`src/rtl/fw_config_shift_ctrl.sv`:
```
// Configuration shift-chain sequencer: fetches chain bits from a word buffer,
// drives config_clk/config_in LSB-first at a programmable rate, pulses
// config_load after the last bit, and writes every returned config_out bit
// into a readback buffer. Pin outputs are registered and aligned to the FSM
// state, so each state's duration is exactly what appears on the pins.
module fw_config_shift_ctrl #(
  parameter int MAX_BITS = 1024,
  parameter int AW       = 5,
  parameter int NB_W     = 11
) (
  input  logic            S_AXI_ACLK,
  input  logic            S_AXI_ARESETN,
  input  logic            start,
  input  logic            abort,
  input  logic [NB_W-1:0] num_bits,
  input  logic [7:0]      half_period,
  output logic            busy,
  output logic            done,
  output logic            aborted,
  output logic            mem_rd_en,
  output logic [AW-1:0]   mem_rd_addr,
  input  logic [31:0]     mem_rd_data,
  output logic            rb_wr_en,
  output logic [AW-1:0]   rb_wr_addr,
  output logic [31:0]     rb_wr_data,
  output logic            config_clk,
  output logic            config_in,
  output logic            config_load,
  input  logic            config_out
);

  typedef enum logic [2:0] {
    S_IDLE, S_FETCH, S_WAIT, S_LOW, S_HIGH, S_LOAD, S_DONE
  } state_t;

  state_t            state_q, state_d;
  logic [NB_W-1:0]   n_q, n_d;
  logic [7:0]        h_q, h_d;
  logic [7:0]        cnt_q, cnt_d;
  logic [NB_W-1:0]   b_q, b_d;
  logic [31:0]       word_q, word_d;
  logic [31:0]       rb_word_q, rb_word_d;
  logic              done_q, done_d;
  logic              aborted_q, aborted_d;
  logic              mem_rd_en_q, mem_rd_en_d;
  logic [AW-1:0]     mem_rd_addr_q, mem_rd_addr_d;
  logic              rb_wr_en_q, rb_wr_en_d;
  logic [AW-1:0]     rb_wr_addr_q, rb_wr_addr_d;
  logic [31:0]       rb_wr_data_q, rb_wr_data_d;
  logic              cfg_clk_q, cfg_clk_d;
  logic              cfg_in_q, cfg_in_d;
  logic              cfg_load_q, cfg_load_d;

  logic [31:0]       rb_new;
  logic [NB_W-1:0]   b_inc;
  logic              last_bit;
  logic              word_end;

  assign busy        = (state_q != S_IDLE);
  assign done        = done_q;
  assign aborted     = aborted_q;
  assign mem_rd_en   = mem_rd_en_q;
  assign mem_rd_addr = mem_rd_addr_q;
  assign rb_wr_en    = rb_wr_en_q;
  assign rb_wr_addr  = rb_wr_addr_q;
  assign rb_wr_data  = rb_wr_data_q;
  assign config_clk  = cfg_clk_q;
  assign config_in   = cfg_in_q;
  assign config_load = cfg_load_q;

  // Next-state and next-output logic; pin registers are decoded from the
  // next state so they line up with the state register cycle for cycle.
  always_comb begin
    state_d      = state_q;
    n_d          = n_q;
    h_d          = h_q;
    cnt_d        = cnt_q;
    b_d          = b_q;
    word_d       = word_q;
    rb_word_d    = rb_word_q;
    aborted_d    = 1'b0;
    rb_wr_en_d   = 1'b0;
    rb_wr_addr_d = rb_wr_addr_q;
    rb_wr_data_d = rb_wr_data_q;
    cfg_in_d     = cfg_in_q;

    rb_new             = rb_word_q;
    rb_new[b_q[4:0]]   = config_out;
    b_inc              = b_q + NB_W'(1);
    last_bit           = (b_q == n_q - NB_W'(1));
    word_end           = (b_q[4:0] == 5'd31);

    case (state_q)
      S_IDLE: begin
        cfg_in_d = 1'b0;
        if (start && !abort) begin
          if (num_bits == '0) begin
            state_d = S_DONE;
          end else begin
            n_d       = (num_bits > NB_W'(MAX_BITS)) ? NB_W'(MAX_BITS) : num_bits;
            h_d       = (half_period == 8'd0) ? 8'd1 : half_period;
            b_d       = '0;
            rb_word_d = '0;
            state_d   = S_FETCH;
          end
        end
      end
      S_FETCH: state_d = S_WAIT;
      S_WAIT: begin
        word_d   = mem_rd_data;
        cfg_in_d = mem_rd_data[b_q[4:0]];
        cnt_d    = h_q - 8'd1;
        state_d  = S_LOW;
      end
      S_LOW: begin
        if (cnt_q == 8'd0) begin
          cnt_d   = h_q - 8'd1;
          state_d = S_HIGH;
        end else begin
          cnt_d = cnt_q - 8'd1;
        end
      end
      S_HIGH: begin
        if (cnt_q == 8'd0) begin
          // Completed words (or the partial last word) go to readback;
          // the assembly word is cleared so unused upper bits read as 0.
          if (word_end || last_bit) begin
            rb_wr_en_d   = 1'b1;
            rb_wr_addr_d = AW'(b_q >> 5);
            rb_wr_data_d = rb_new;
            rb_word_d    = '0;
          end else begin
            rb_word_d = rb_new;
          end
          b_d = b_inc;
          if (last_bit) begin
            cnt_d    = h_q - 8'd1;
            cfg_in_d = 1'b0;
            state_d  = S_LOAD;
          end else if (word_end) begin
            state_d = S_FETCH;
          end else begin
            cnt_d    = h_q - 8'd1;
            cfg_in_d = word_q[b_inc[4:0]];
            state_d  = S_LOW;
          end
        end else begin
          cnt_d = cnt_q - 8'd1;
        end
      end
      S_LOAD: begin
        cfg_in_d = 1'b0;
        if (cnt_q == 8'd0) begin
          state_d = S_DONE;
        end else begin
          cnt_d = cnt_q - 8'd1;
        end
      end
      S_DONE: begin
        cfg_in_d = 1'b0;
        state_d  = S_IDLE;
      end
      default: state_d = S_IDLE;
    endcase

    // Abort overrides every transition, including a pending readback write.
    if (abort && (state_q != S_IDLE)) begin
      state_d    = S_IDLE;
      aborted_d  = 1'b1;
      rb_wr_en_d = 1'b0;
      cfg_in_d   = 1'b0;
    end

    done_d        = (state_d == S_DONE);
    mem_rd_en_d   = (state_d == S_FETCH);
    mem_rd_addr_d = (state_d == S_FETCH) ? AW'(b_d >> 5) : '0;
    cfg_clk_d     = (state_d == S_HIGH);
    cfg_load_d    = (state_d == S_LOAD);
  end

  // State, latched fields and registered outputs with async active-low reset.
  always_ff @(posedge S_AXI_ACLK or negedge S_AXI_ARESETN) begin
    if (!S_AXI_ARESETN) begin
      state_q       <= S_IDLE;
      n_q           <= '0;
      h_q           <= '0;
      cnt_q         <= '0;
      b_q           <= '0;
      word_q        <= '0;
      rb_word_q     <= '0;
      done_q        <= 1'b0;
      aborted_q     <= 1'b0;
      mem_rd_en_q   <= 1'b0;
      mem_rd_addr_q <= '0;
      rb_wr_en_q    <= 1'b0;
      rb_wr_addr_q  <= '0;
      rb_wr_data_q  <= '0;
      cfg_clk_q     <= 1'b0;
      cfg_in_q      <= 1'b0;
      cfg_load_q    <= 1'b0;
    end else begin
      state_q       <= state_d;
      n_q           <= n_d;
      h_q           <= h_d;
      cnt_q         <= cnt_d;
      b_q           <= b_d;
      word_q        <= word_d;
      rb_word_q     <= rb_word_d;
      done_q        <= done_d;
      aborted_q     <= aborted_d;
      mem_rd_en_q   <= mem_rd_en_d;
      mem_rd_addr_q <= mem_rd_addr_d;
      rb_wr_en_q    <= rb_wr_en_d;
      rb_wr_addr_q  <= rb_wr_addr_d;
      rb_wr_data_q  <= rb_wr_data_d;
      cfg_clk_q     <= cfg_clk_d;
      cfg_in_q      <= cfg_in_d;
      cfg_load_q    <= cfg_load_d;
    end
  end

endmodule
```
`config.mk`:
```
export PLATFORM = sky130hd
export DESIGN_NAME = fw_config_shift_ctrl
export DESIGN_NICKNAME = d
export VERILOG_FILES = /design/src/rtl/fw_config_shift_ctrl.sv
export SDC_FILE = /design/constraint.sdc
export NUM_CORES = 1
export LEC_CHECK = 0
export BUFFER_PORTS_ARGS = -buffer_cell sky130_fd_sc_hd__buf_2
export CORE_MARGIN = 2
export CORE_UTILIZATION = 45
export CTS_CLUSTER_SIZE = 28
export DETAILED_ROUTE_END_ITERATION = 16
export MAX_ROUTING_LAYER = met4
export SLEW_MARGIN = 5
export SYNTH_ARGS = -nofsm -noshare
export SYNTH_HDL_FRONTEND = slang
export SYNTH_SLANG_ARGS = --single-unit
```
`constraint.sdc`:
```
create_clock -name S_AXI_ACLK -period 4 [get_ports S_AXI_ACLK]
set_input_delay 0.8 -clock S_AXI_ACLK [delete_from_list [all_inputs] [get_ports S_AXI_ACLK]]
set_output_delay 0.8 -clock S_AXI_ACLK [all_outputs]
set_load 0.03 [all_outputs]
```
### After elaboration in Yosys (flattened, before gate mapping)

Cells that the tools add are included.

* register bits: 154
* bits in latches: 0
* memory bits (writable): 0
* bits in read-only memories: 0
* input port bits: 56
* output and inout port bits: 50
* word-level logic and storage cells: 109
* memories kept: 0

* $add $sub $neg: 4
* multipliers: 0
* div/mod/pow operators: 0
* order comparisons: 4
* equal/unequal tests: 19
* shifts and indexed selects: 0
* multiplexer cells: 44
* bitwise operators: 1
* reductions and logical operators: 19

Operator list (count)
* $mux W32: 4
* $pmux W32 S2: 1
* $mux W8: 6
* $mux W11: 4
* $bwmux W32: 1
* $pmux W8 S4: 1
* $pmux W11 S2: 1
* $mux W3: 7
* $eq A3 B3 Y1 const B: 6
* $pmux W3 S6: 1
* $logic_not A8 Y1: 2
* $sub A8 B1 Y8 const B: 2
* $lt A5 B6 Y1 const B: 2
* $mux W1: 12
* $reduce_and A3 Y1: 4
* $add A11 B1 Y11 const B: 1
* $eq A11 B11 Y1: 1
* $gt A11 B11 Y1 const B: 1
* $logic_not A11 Y1: 1
* $sub A11 B1 Y11 const B: 1
* $bmux W1 S5: 2
* $ne A2 B2 Y1 const B: 4
* $ne A4 B4 Y1 const B: 2
* $reduce_bool A4 Y1: 2
* 18 further kinds: 22

### Logic depth before layout (Yosys ltp)

Gate-level depths: netlist (run 1).

* depth after elaboration: 8
* depth in mapped cells: 13
* depth with buffers taken out: 9

### Worst setup path after synthesis (run 1)

Ideal clock, no wire load.

* path type: register -> register
* start: reg b_q[0]
* end: reg cfg_in_q, in the netlist config_in
* data arrival time: 3.020 ns
* required time: 3.866 ns
* slack: 0.846 ns
* cell stages (with the launch flop): 11
* path buffers: 3
* period minus slack after synthesis: 3.154 ns
* cell sequence: dfrtp_1 > buf_1 > buf_2 > inv_1 > ha_1 > clkbuf_1 > mux4_2 > mux4_2 > a21oi_1 > or3_1 > o211ai_1

* word-level cells in the longest chain between the ends: 8
* elaborated cells between the ends (all ways): 14
* classes of those cells: add/sub: 1; eq/ne: 3; mux: 9; reduce/logical: 1

Ends and longest elaborated chain
* start: declaration: RTL line 40 `logic [NB_W-1:0] b_q, b_d;`
* start signal: assignment: RTL line 188 `b_q <= '0;`
* start signal: assignment: RTL line 206 `b_q <= b_d;`
* $add A11 B1 Y11: RTL line 89 `b_inc = b_q + NB_W'(1);`
* $bmux W1 S5: RTL line 144 `cfg_in_d = word_q[b_inc[4:0]];`
* $mux W1 (not written as such): RTL line 144
* $mux W1: RTL line 140 `end else if (word_end) begin`
* $mux W1: RTL line 136 `if (last_bit) begin`
* $mux W1: RTL line 124 `if (cnt_q == 8'd0) begin`
* $pmux W1 S3: RTL line 93 `case (state_q)`
* $mux W1: RTL line 167 `if (abort && (state_q != S_IDLE)) begin`
* end signal: assignment: RTL line 217 `cfg_in_q <= cfg_in_d;`
* end: declaration: RTL line 51 `logic cfg_in_q, cfg_in_d;`

Parallel ways exist; a longest one is shown, timed or not. The select of a mux whose other input is x is not followed.
A chain may end at the register's enable or synchronous reset.

### Final worst setup path (run 1)

* start: reg n_q[0]
* end: reg rb_word_q[0]

* word-level cells in the longest chain between the ends: 6

Ends and longest elaborated chain
* start: declaration: RTL line 37 `logic [NB_W-1:0] n_q, n_d;`
* start signal: assignment: RTL line 203 `n_q <= n_d;`
* $sub A11 B1 Y11: RTL line 90 `last_bit = (b_q == n_q - NB_W'(1));`
* $eq A11 B11 Y1: RTL line 90
* $logic_or A1 B1 Y1: RTL line 127 `if (word_end || last_bit) begin`
* $mux W32: RTL line 127
* $mux W32: RTL line 124
* $pmux W32 S2: RTL line 93
* end signal: assignment: RTL line 208 `rb_word_q <= rb_word_d;`
* end: declaration: RTL line 42 `logic [31:0] rb_word_q, rb_word_d;`

Every way passes these cells. The select of a mux whose other input is x is not followed.

==> results.py, run 1 <==
metrics = {
    "die": {
        "core.rowCount": 50,
        "ios": 106,
        "start_util": 0.457,
        "core_um2": 18600,
        "die_h_um": 142,
        "die-area_um2": 20000,
        "die_x_um": 142,
    },
    "clock_tree": {
        "clk_pin_slew_ns": 0.06,
        "clock_sinks": 154,
        "hold_buffers": 0,
        "cts_buffers": 17,
        "htreeDepth": 4,
        "clockBufferDepth": 2,
        "cts_resized": 0,
        "post_cts_buffers": 0,
        "insertion_delay_ns": 0.42,
        "cts_tree": "built",
        "clk_root_buffer_cell": "clkbuf_16",
    },
    "layout": {
        "areaGrowthSynthToFinish_pct": 14.4,
        "antennaDiodeCount": 0,
        "layout-drive-gt1-share": 0.271,
        "fin_cells": 1152,
        "nFillCells": 1714,
        "finalNetCount": 971,
        "post-route-util": 0.522,
    },
    "critical_path": {
        "crit_path_end_kind": "flop",
        "arrival_ns": 3.83,
        "cp.required_ns": 4.34,
        "worstSetupPathType": "flop to flop",
        "crit_fanout": 31,
        "regToRegSetupSlack_ns": 0.52,
        "start_kind": "flop",
    },
    "place": {
        "io_buffers": 105,
        "place_hpwl_um": 13900,
        "dpl.cell_count": 1121,
        "gp_congestion": 0.897,
    },
    "routing": {
        "drt-pass1-iter-count": 5,
        "post-route-drc-count": 0,
        "drtAntennaViolNets": 0,
        "initialDrtViolationCount": 597,
        "vias": 6717,
        "drt_wl_total_um": 20800,
        "wire_per_inst_um": 18.1,
        "via_per_inst": 5.83,
    },
    "status": {
        "status": "complete, no violations",
    },
    "sta": {
        "timing.hold.ws_ns": 0.335,
        "fin_skew_ns": 0.00591,
        "worstMarginPinSlew_ns": 0.709,
        "period_needed_ns": 3.48,
        "grt_setup_unrepaired": "false",
        "drv_slew": 0,
        "tns_ns": 0,
        "timing.fmax_mhz": 287,
        "fin_crit_sh": 0.871,
        "hold_violations": 0,
        "setup_viol_count_final": 0,
        "slew_headroom": 0.527,
    },
    "logic_synthesis": {
        "async_reset_ff_frac": 1.00,
        "synth_top_area_cell": "dfrtp_1",
        "yosysWarningCount": 0,
        "syn_area_um2": 8510,
        "synthesis.nets": 895,
        "synth-seq-cells": 154,
        "synth_cells": 830,
        "synth_top_flop_cell": "dfrtp_1",
        "seq_area_frac_synth": 0.453,
        "syn_area_per_cell_um2": 10.3,
        "synth_area_leaders": "dfrtp_1 (45%), mux2_2 (5.2%), a21oi_1 (4.7%)",
        "synthDistinctLibCells": 61,
        "synth_top_cell_area_share": 0.453,
        "synth_edf_count": 0,
    },
    "global_route": {
        "grt_first_pass_wirelength_um": 34300,
        "use_met1": 0.320,
        "track_usage": 0.222,
        "grt_busiest_layer": "met2",
        "use_met2": 0.327,
        "met3_usage": 0.0348,
        "grt_pass1_vias": 6329,
        "grt_remaining_overflow": 0,
        "grt_max_degree": 70,
        "antenna_found_initial": 0,
    },
    "power": {
        "p_leak_nw": 4.18,
        "ir_drop_v": 0.000285,
        "finalPower_w": 0.00525,
        "cellPowerDensity_nw_per_um2": 539,
    },
    "run": {
        "cap_violations": 0,
    },
    "min_path": {
        "holdCritPathClass": "input port to async pin",
    },
}
-- layout make-up --
| type | count | area, um^2 | share of cell area |
|---|---|---|---|
| clock inverters | 10 | 70.1 | 0.00719 |
| well taps | 234 | 293 | 0.0301 |
| inverters | 13 | 48.8 | 0.00501 |
| repair buffers | 120 | 669 | 0.0687 |
| clock buffers | 21 | 460 | 0.0473 |
| multi-input cells | 600 | 4340 | 0.446 |
| flip-flops and latches | 154 | 3850 | 0.396 |
-- state kept, by name, indices dropped and copies added, names as in the netlist --
name         count
rb_word_q       32
rb_wr_data      32
word_q          32
b_q             11
n_q             11
cnt_q            8
h_q              8
mem_rd_addr      5
rb_wr_addr       5
state_q          3
aborted          1
config_clk       1
config_in        1
config_load      1
done             1
mem_rd_en        1
rb_wr_en         1
-- Yosys cell counts, types with 4 or more instances --
library cell and count:
o2bb2a_1 31, nor3_1 12, clkbuf_1 41, o22ai_1 4, nand2_1 78, mux2i_1 35
o31ai_1 5, nor4_1 6, o211ai_1 5, inv_1 13, a21oi_1 80, xor2_1 9
ha_1 9, o21ai_0 36, nor2_1 26, xnor2_1 9, nand3_1 62, nand4_1 7
a31oi_1 9, o21ai_2 30, nor2b_1 14, nand3b_1 12, dfrtp_1 154, and2_1 6
buf_2 12, or3_1 10, mux2_2 39, mux4_2 17, buf_4 4
-- worst max-delay path, stage by stage (launching register included) --
cell      delay, ns
dfrtp_1        0.44
inv_1          0.10
ha_1           0.32
nor4b_1        0.56
and2_1         0.21
o211ai_1       0.11
o211ai_1       0.45
o21bai_4       0.15
or4b_4         0.79
o21ai_0        0.24
-- routing by layer --
layer	wire, um	part of all wire
met5	0	0
met4	243	0.012
met3	984	0.047
met2	9480	0.46
met1	10100	0.49
-- layout by cell type (no fill, tap or decap), drive strengths merged, types with 3 or more instances in the layout --
cell	count
mux4	17
mux2	39
ha	9
clkinvlp	5
clkinv	3
a22o	3
inv	15
nand3b	12
nand4	7
clkbuf	21
nor2b	14
o21ai	67
o211ai	6
and4bb	5
o2bb2a	31
and2	7
mux2i	35
or3	10
o31ai	5
dfrtp	154
a31oi	9
o22ai	4
nor4	7
buf	120
nand2b	3
or4	3
nand3	62
nor2	27
nor4b	3
xor2	9
nor3	12
xnor2	9
or2	3
a21oi	80
and3	3
nand2	78
-- power breakdown --
group | total (W) | internal, W | switching [W]
registers | 0.00219 | 0.00189 | 0.000297
clock network | 0.00147 | 0.000822 | 0.000653
logic | 0.00159 | 0.000773 | 0.000816
-- final timing paths --
kind,start,end,depth (start not counted)
max,n_q[0]$_DFFE_PN0P_,rb_word_q[0]$_DFFE_PN0P_,9
min,S_AXI_ARESETN,cnt_q[0]$_DFFE_PN0P_,1
max in group asynchronous,S_AXI_ARESETN,rb_wr_data[2]$_DFFE_PN0P_,2
max reg2reg,n_q[0]$_DFFE_PN0P_,rb_word_q[0]$_DFFE_PN0P_,9
min reg2reg,h_q[7]$_DFFE_PN0P_,h_q[7]$_DFFE_PN0P_,2
min in group S_AXI_ACLK,h_q[7]$_DFFE_PN0P_,h_q[7]$_DFFE_PN0P_,2
-- stage by stage --
| step | setup WS [ns] | cell area (um^2) |
|---|---|---|
| after floorplan | 0.846 | 8510 |
| after global placement | 0.595 | 9210 |
| after detailed placement | 0.561 | 9210 |
| after CTS | 0.535 | 9740 |
| after global routing | 0.153 | 9740 |
| final | 0.516 | 9740 |
-- logic make-up after synthesis --
logic type | synth area share
simple gates | 0.163
compound gates | 0.172
flops | 0.453
mux | 0.138
buf+inv | 0.0397
xor+xnor | 0.0212
fa+ha+maj | 0.0132
Power figures use the tool's default switching activity.
==> run 2: changes to the inputs <==
CELL_PAD_IN_SITES_DETAIL_PLACEMENT = 0   (was default)
CELL_PAD_IN_SITES_GLOBAL_PLACEMENT = 1   (was default)
PLACE_DENSITY_LB_ADDON = 0.1   (was default)
==> run 2 against run 1 <==
First-iteration DRC count decreased by 17%. Fmax decreased by 2.6%. Die area unchanged. Highest routed layer unchanged. Combinational power about the same. Register-to-register slack got worse by 0.09 ns. Critical path type unchanged. Global-route usage increased by 1.5 points. Clock skew increased by 0.0022 ns. Largest power group unchanged. Utilization increased by 0.081 points. Worst hold slack improved by 0.13 ns. Via count increased by 1.8%. Flip-flop and latch count unchanged.
==> results.py, run 2 (synthesized netlist as in run 1, its figures left out) <==
metrics = {
    "routing": {
        "post-route-drc-count": 0,
        "drtAntennaViolNets": 0,
        "wire_per_inst_um": 19.1,
        "vias": 6841,
        "via_per_inst": 5.94,
        "drt_wl_total_um": 22000,
        "initialDrtViolationCount": 495,
        "drt-pass1-iter-count": 7,
    },
    "critical_path": {
        "cpMaxStageDelayCell": "or4b_4",
        "r2r_end": "rb_word_q[0]$_DFFE_PN0P_",
        "crit_path_end_kind": "flop",
        "cp.required_ns": 4.34,
        "r2r-start": "n_q[0]$_DFFE_PN0P_",
        "start_kind": "flop",
        "max_stage_delay_ns": 0.77,
        "path_cells": "inv_1, ha_1, nor4b_1, and2_1, o211ai_1, o211ai_1, o21bai_4, or4b_4, o21ai_0",
        "regToRegSetupSlack_ns": 0.42,
        "arrival_ns": 3.92,
        "worstSetupEndpoint": "rb_word_q[0]$_DFFE_PN0P_",
        "crit_start": "n_q[0]$_DFFE_PN0P_",
        "crit_fanout": 31,
        "cpMostUsedCell": "o211ai_1",
        "worstSetupPathType": "flop to flop",
        "ff2ff_path_depth": 9,
    },
    "die": {
        "die_h_um": 142,
        "die_x_um": 142,
        "ios": 106,
        "core.rowCount": 50,
        "die-area_um2": 20000,
        "core_um2": 18600,
        "start_util": 0.457,
    },
    "sta": {
        "tns_ns": 0,
        "fin_crit_sh": 0.895,
        "setup_ws_ns": 0.422,
        "setup_viol_count_final": 0,
        "grt_setup_unrepaired": "false",
        "fin_skew_ns": 0.00806,
        "hold_violations": 0,
        "slew_headroom": 0.411,
        "period_needed_ns": 3.58,
        "timing.fmax_mhz": 279,
        "worstMarginPinSlew_ns": 0.884,
        "timing.hold.ws_ns": 0.469,
        "drv_slew": 0,
    },
    "status": {
        "status": "complete, no violations",
    },
    "place": {
        "pre_cts_slack_ns": 0.458,
        "place_hpwl_um": 14800,
        "place_area_um2": 9180,
        "io_buffers": 105,
        "gp_congestion": 0.865,
    },
    "power": {
        "ir_drop_v": 0.000317,
        "combPwrFrac": 0.300,
        "switching_share": 0.335,
        "pwr-share-seq": 0.407,
        "netSwitchingPower_w": 0.00181,
        "clkPwrFrac": 0.293,
        "cellPowerDensity_nw_per_um2": 553,
        "p_leak_nw": 4.21,
        "internal-power_w": 0.00359,
    },
    "global_route": {
        "antenna_found_initial": 0,
        "track_usage": 0.236,
        "grt_first_pass_wirelength_um": 36600,
        "grt_remaining_overflow": 0,
        "grt_pass1_vias": 6908,
        "grt_max_degree": 94,
    },
    "layout": {
        "final_cell_mix": "dfrtp_1 (154), buf_2 (104), a21oi_1 (80)",
        "layout-drive-gt1-share": 0.272,
        "antennaDiodeCount": 0,
        "finalNetCount": 972,
        "final_common_cell": "dfrtp_1",
        "areaGrowthSynthToFinish_pct": 14.6,
        "post-route-cell-area_um2": 9750,
    },
    "clock_tree": {
        "clock_sinks": 154,
        "clk_root_buffer_cell": "clkbuf_16",
        "cts_buffers": 17,
        "cts_resized": 0,
        "clockBufferDepth": 2,
        "post_cts_buffers": 0,
        "clk_pin_slew_ns": 0.06,
        "cts_tree": "built",
        "hold_buffers": 0,
        "htreeDepth": 4,
        "insertion_delay_ns": 0.43,
    },
    "run": {
        "cap_violations": 0,
    },
    "min_path": {
        "holdCritPathClass": "input port to async pin",
    },
}
==> run 2: cell types whose count changed in the layout (fill, tap and decap cells not counted) <==
cell        delta
clkinv_4       +2
clkbuf_1       -1
buf_4          +3
buf_12         -2
clkbuf_8       -1
clkinv_2       -1
clkinvlp_4     -3
bufinv_16      +2
==> run 2: per-layer routing <==
| metal | track usage | wire, um | part of all wire |
|---|---|---|---|
| met4 | 0.0716 | 296 | 0.013 |
| met5 | - | 0 | 0 |
| met2 | 0.357 | 10200 | 0.47 |
| met1 | 0.332 | 10600 | 0.48 |
| met3 | 0.0371 | 830 | 0.038 |
==> run 2: power by group through the flow <==
stage	clock network (W)	logic, W	registers (W)
finish	0.00158	0.00162	0.00219
global route	0.00169	0.00179	0.00224
CTS	0.00162	0.00162	0.00219
detailed placement	0	0.00161	0.00222
global placement	0	0.00156	0.00219
floorplan	0	0.00126	0.00211
==> run 2: worst min-delay path by stage <==
stage | start | end | slack, ns | cells past startpoint
2_1_floorplan | h_q[7]$_DFFE_PN0P_ | h_q[7]$_DFFE_PN0P_ | 0.47 | 2
3_3_place_gp | word_q[7]$_DFFE_PN0P_ | word_q[7]$_DFFE_PN0P_ | 0.48 | 1
3_5_place_dp | h_q[7]$_DFFE_PN0P_ | h_q[7]$_DFFE_PN0P_ | 0.49 | 2
4_1_cts | h_q[7]$_DFFE_PN0P_ | h_q[7]$_DFFE_PN0P_ | 0.50 | 2
5_1_grt | word_q[26]$_DFFE_PN0P_ | word_q[26]$_DFFE_PN0P_ | 0.52 | 1
6_report | S_AXI_ARESETN | h_q[0]$_DFFE_PN0P_ | 0.47 | 1
==> run 2: stage by stage <==
step | instances | total power, W | util
after floorplan | 830 | 0.00338 | -
after global placement | 1121 | 0.00375 | 0.493
after detailed placement | 1121 | 0.00383 | 0.493
after CTS | 1150 | 0.00543 | 0.523
after global routing | 1151 | 0.00572 | 0.523
final | 1151 | 0.00540 | 0.523
==> run 2: worst max-delay path, delay by kind of cell, from the launching register on <==
| kind | cells | cell delay [ns] |
|---|---|---|
| simple gates | 3 | 1.61 |
| compound gates | 4 | 0.96 |
| fa+ha+maj | 1 | 0.33 |
| flops | 1 | 0.44 |
| buf+inv | 1 | 0.11 |
==> run 2: layout make-up <==
class	count	area (um^2)
multi-input cells	600	4340
well taps	234	293
clock inverters	10	120
repair buffers	121	652
flip-flops and latches	154	3850
clock buffers	19	443
fillers	1689	8890
inverters	13	48.8
==> run 3: changes to the inputs <==
REMOVE_ABC_BUFFERS = 1   (was default)
SKIP_LAST_GASP = 1   (was default)
==> run 3 against run 2 <==
Fmax is 1.0% higher. Register-to-register slack better by 0.04 ns. Via count is 1.7% lower. Clock power is 4% higher. Critical path type unchanged.
==> results.py, run 3 (synthesized netlist as in run 1, its figures left out) <==
metrics = {
    "power": {
        "p_leak_nw": 4.24,
        "ir_drop_v": 0.000332,
        "combPwrFrac": 0.301,
        "netSwitchingPower_w": 0.00187,
        "internal-power_w": 0.00361,
        "switching_share": 0.341,
        "clkPwrFrac": 0.300,
        "cellPowerDensity_nw_per_um2": 558,
        "pwr-share-seq": 0.400,
    },
    "layout": {
        "final_common_cell": "dfrtp_1",
        "final_cell_mix": "dfrtp_1 (154), buf_2 (104), a21oi_1 (80)",
        "post-route-util": 0.527,
        "final-seq-area_um2": 3850,
        "multiInputGateArea_um2": 4350,
        "areaGrowthSynthToFinish_pct": 15.3,
        "post-route-cell-area_um2": 9820,
        "layout-drive-gt1-share": 0.278,
        "nFillCells": 1726,
        "antennaDiodeCount": 0,
        "finalNetCount": 975,
    },
    "place": {
        "io_buffers": 105,
        "place_area_um2": 9230,
        "place_hpwl_um": 14800,
        "gp_congestion": 0.862,
    },
    "die": {
        "die-area_um2": 20000,
        "die_x_um": 142,
        "core.rowCount": 50,
        "die_h_um": 142,
        "start_util": 0.457,
        "ios": 106,
        "core_um2": 18600,
    },
    "global_route": {
        "grt_remaining_overflow": 0,
        "antenna_found_initial": 0,
        "grt_pass1_vias": 6740,
        "grt_max_degree": 67,
        "grt_first_pass_wirelength_um": 35700,
        "track_usage": 0.232,
    },
    "routing": {
        "drt_wl_total_um": 21700,
        "via_per_inst": 5.82,
        "post-route-drc-count": 0,
        "drtAntennaViolNets": 0,
        "drt-pass1-iter-count": 6,
        "initialDrtViolationCount": 380,
        "wire_per_inst_um": 18.8,
        "vias": 6728,
    },
    "sta": {
        "timing.hold.ws_ns": 0.332,
        "setup_viol_count_final": 0,
        "fin_skew_ns": 0.00811,
        "tns_ns": 0,
        "hold_violations": 0,
        "timing.fmax_mhz": 282,
        "fin_crit_sh": 0.886,
        "worstMarginPinSlew_ns": 0.959,
        "drv_slew": 0,
        "slew_headroom": 0.359,
        "grt_setup_unrepaired": "false",
        "period_needed_ns": 3.54,
    },
    "critical_path": {
        "arrival_ns": 3.86,
        "crit_fanout": 64,
        "worstSetupPathType": "flop to flop",
        "crit_path_end_kind": "flop",
        "start_kind": "flop",
        "cp.required_ns": 4.31,
        "regToRegSetupSlack_ns": 0.46,
    },
    "clock_tree": {
        "clock_sinks": 154,
        "insertion_delay_ns": 0.43,
        "hold_buffers": 0,
        "cts_tree": "built",
        "post_cts_buffers": 0,
        "htreeDepth": 4,
        "cts_buffers": 17,
        "cts_resized": 0,
        "clk_root_buffer_cell": "clkbuf_16",
        "clk_pin_slew_ns": 0.07,
        "clockBufferDepth": 2,
    },
    "run": {
        "cap_violations": 0,
    },
    "min_path": {
        "holdCritPathClass": "input port to async pin",
    },
    "status": {
        "status": "complete, no violations",
    },
}
-- run 3: cell count changes in the layout (fill, tap and decap cells not counted), sizes merged --
| cell | delta |
|---|---|
| inv | +6 |
| clkbuf | -2 |
| buf | +3 |
| clkinv | -2 |
-- run 3: worst max-delay path, cell delays in order (launching register included) --
cell and delay [ns]:
dfrtp_1 0.45, inv_1 0.09, ha_1 0.31, or2_2 0.33, a2111o_1 0.36, a2111oi_0 0.36, o211ai_1 0.30, o21bai_4 0.25
buf_4 0.51, nor3_1 0.13, a211o_1 0.28
-- run 3: metal layers --
layer	global-route usage	vias to the layer above	wire, um
met2	0.366	155	10300
met1	0.315	3344	10300
met4	0.0532	0	250
li1	-	3209	-
met3	0.0415	20	773
met5	-	-	0
-- run 3: worst paths after layout --
kind	start	endpoint	cells past startpoint
max in group asynchronous	S_AXI_ARESETN	b_q[3]$_DFFE_PN0P_	2
worst min register to register	rb_wr_addr[0]$_DFFE_PN0P_	rb_wr_addr[0]$_DFFE_PN0P_	1
worst max-delay path	n_q[0]$_DFFE_PN0P_	rb_word_q[31]$_DFFE_PN0P_	10
worst min-delay path	S_AXI_ARESETN	mem_rd_addr[1]$_DFF_PN0_	1
min in group S_AXI_ACLK	rb_wr_addr[0]$_DFFE_PN0P_	rb_wr_addr[0]$_DFFE_PN0P_	1
worst max register to register	n_q[0]$_DFFE_PN0P_	rb_word_q[31]$_DFFE_PN0P_	10
-- run 3: final cells by class --
class,count,share of cell area
clock buffers,17,0.0433
clock inverters,14,0.0163
well taps,234,0.0298
inverters,13,0.00497
multi-input cells,600,0.443
repair buffers,124,0.0700
flip-flops and latches,154,0.393
-- run 3: through the flow --
stage | setup WS [ns] | power [W] | std cells
final | 0.457 | 0.00548 | 1156
after global routing | 0.223 | 0.00581 | 1156
after CTS | 0.468 | 0.00552 | 1156
after detailed placement | 0.492 | 0.00387 | 1125
after global placement | 0.560 | 0.00380 | 1125
after floorplan | -1.40 | 0.00334 | 767
-- run 3: power groups by stage --
| stage | combinational [W] | sequential (W) | clock (W) |
|---|---|---|---|
| after detailed placement | 0.00166 | 0.00221 | 0 |
| after global placement | 0.00162 | 0.00219 | 0 |
| after floorplan | 0.00120 | 0.00215 | 0 |
| final | 0.00165 | 0.00219 | 0.00164 |
| after CTS | 0.00167 | 0.00219 | 0.00167 |
| after global routing | 0.00183 | 0.00224 | 0.00174 |
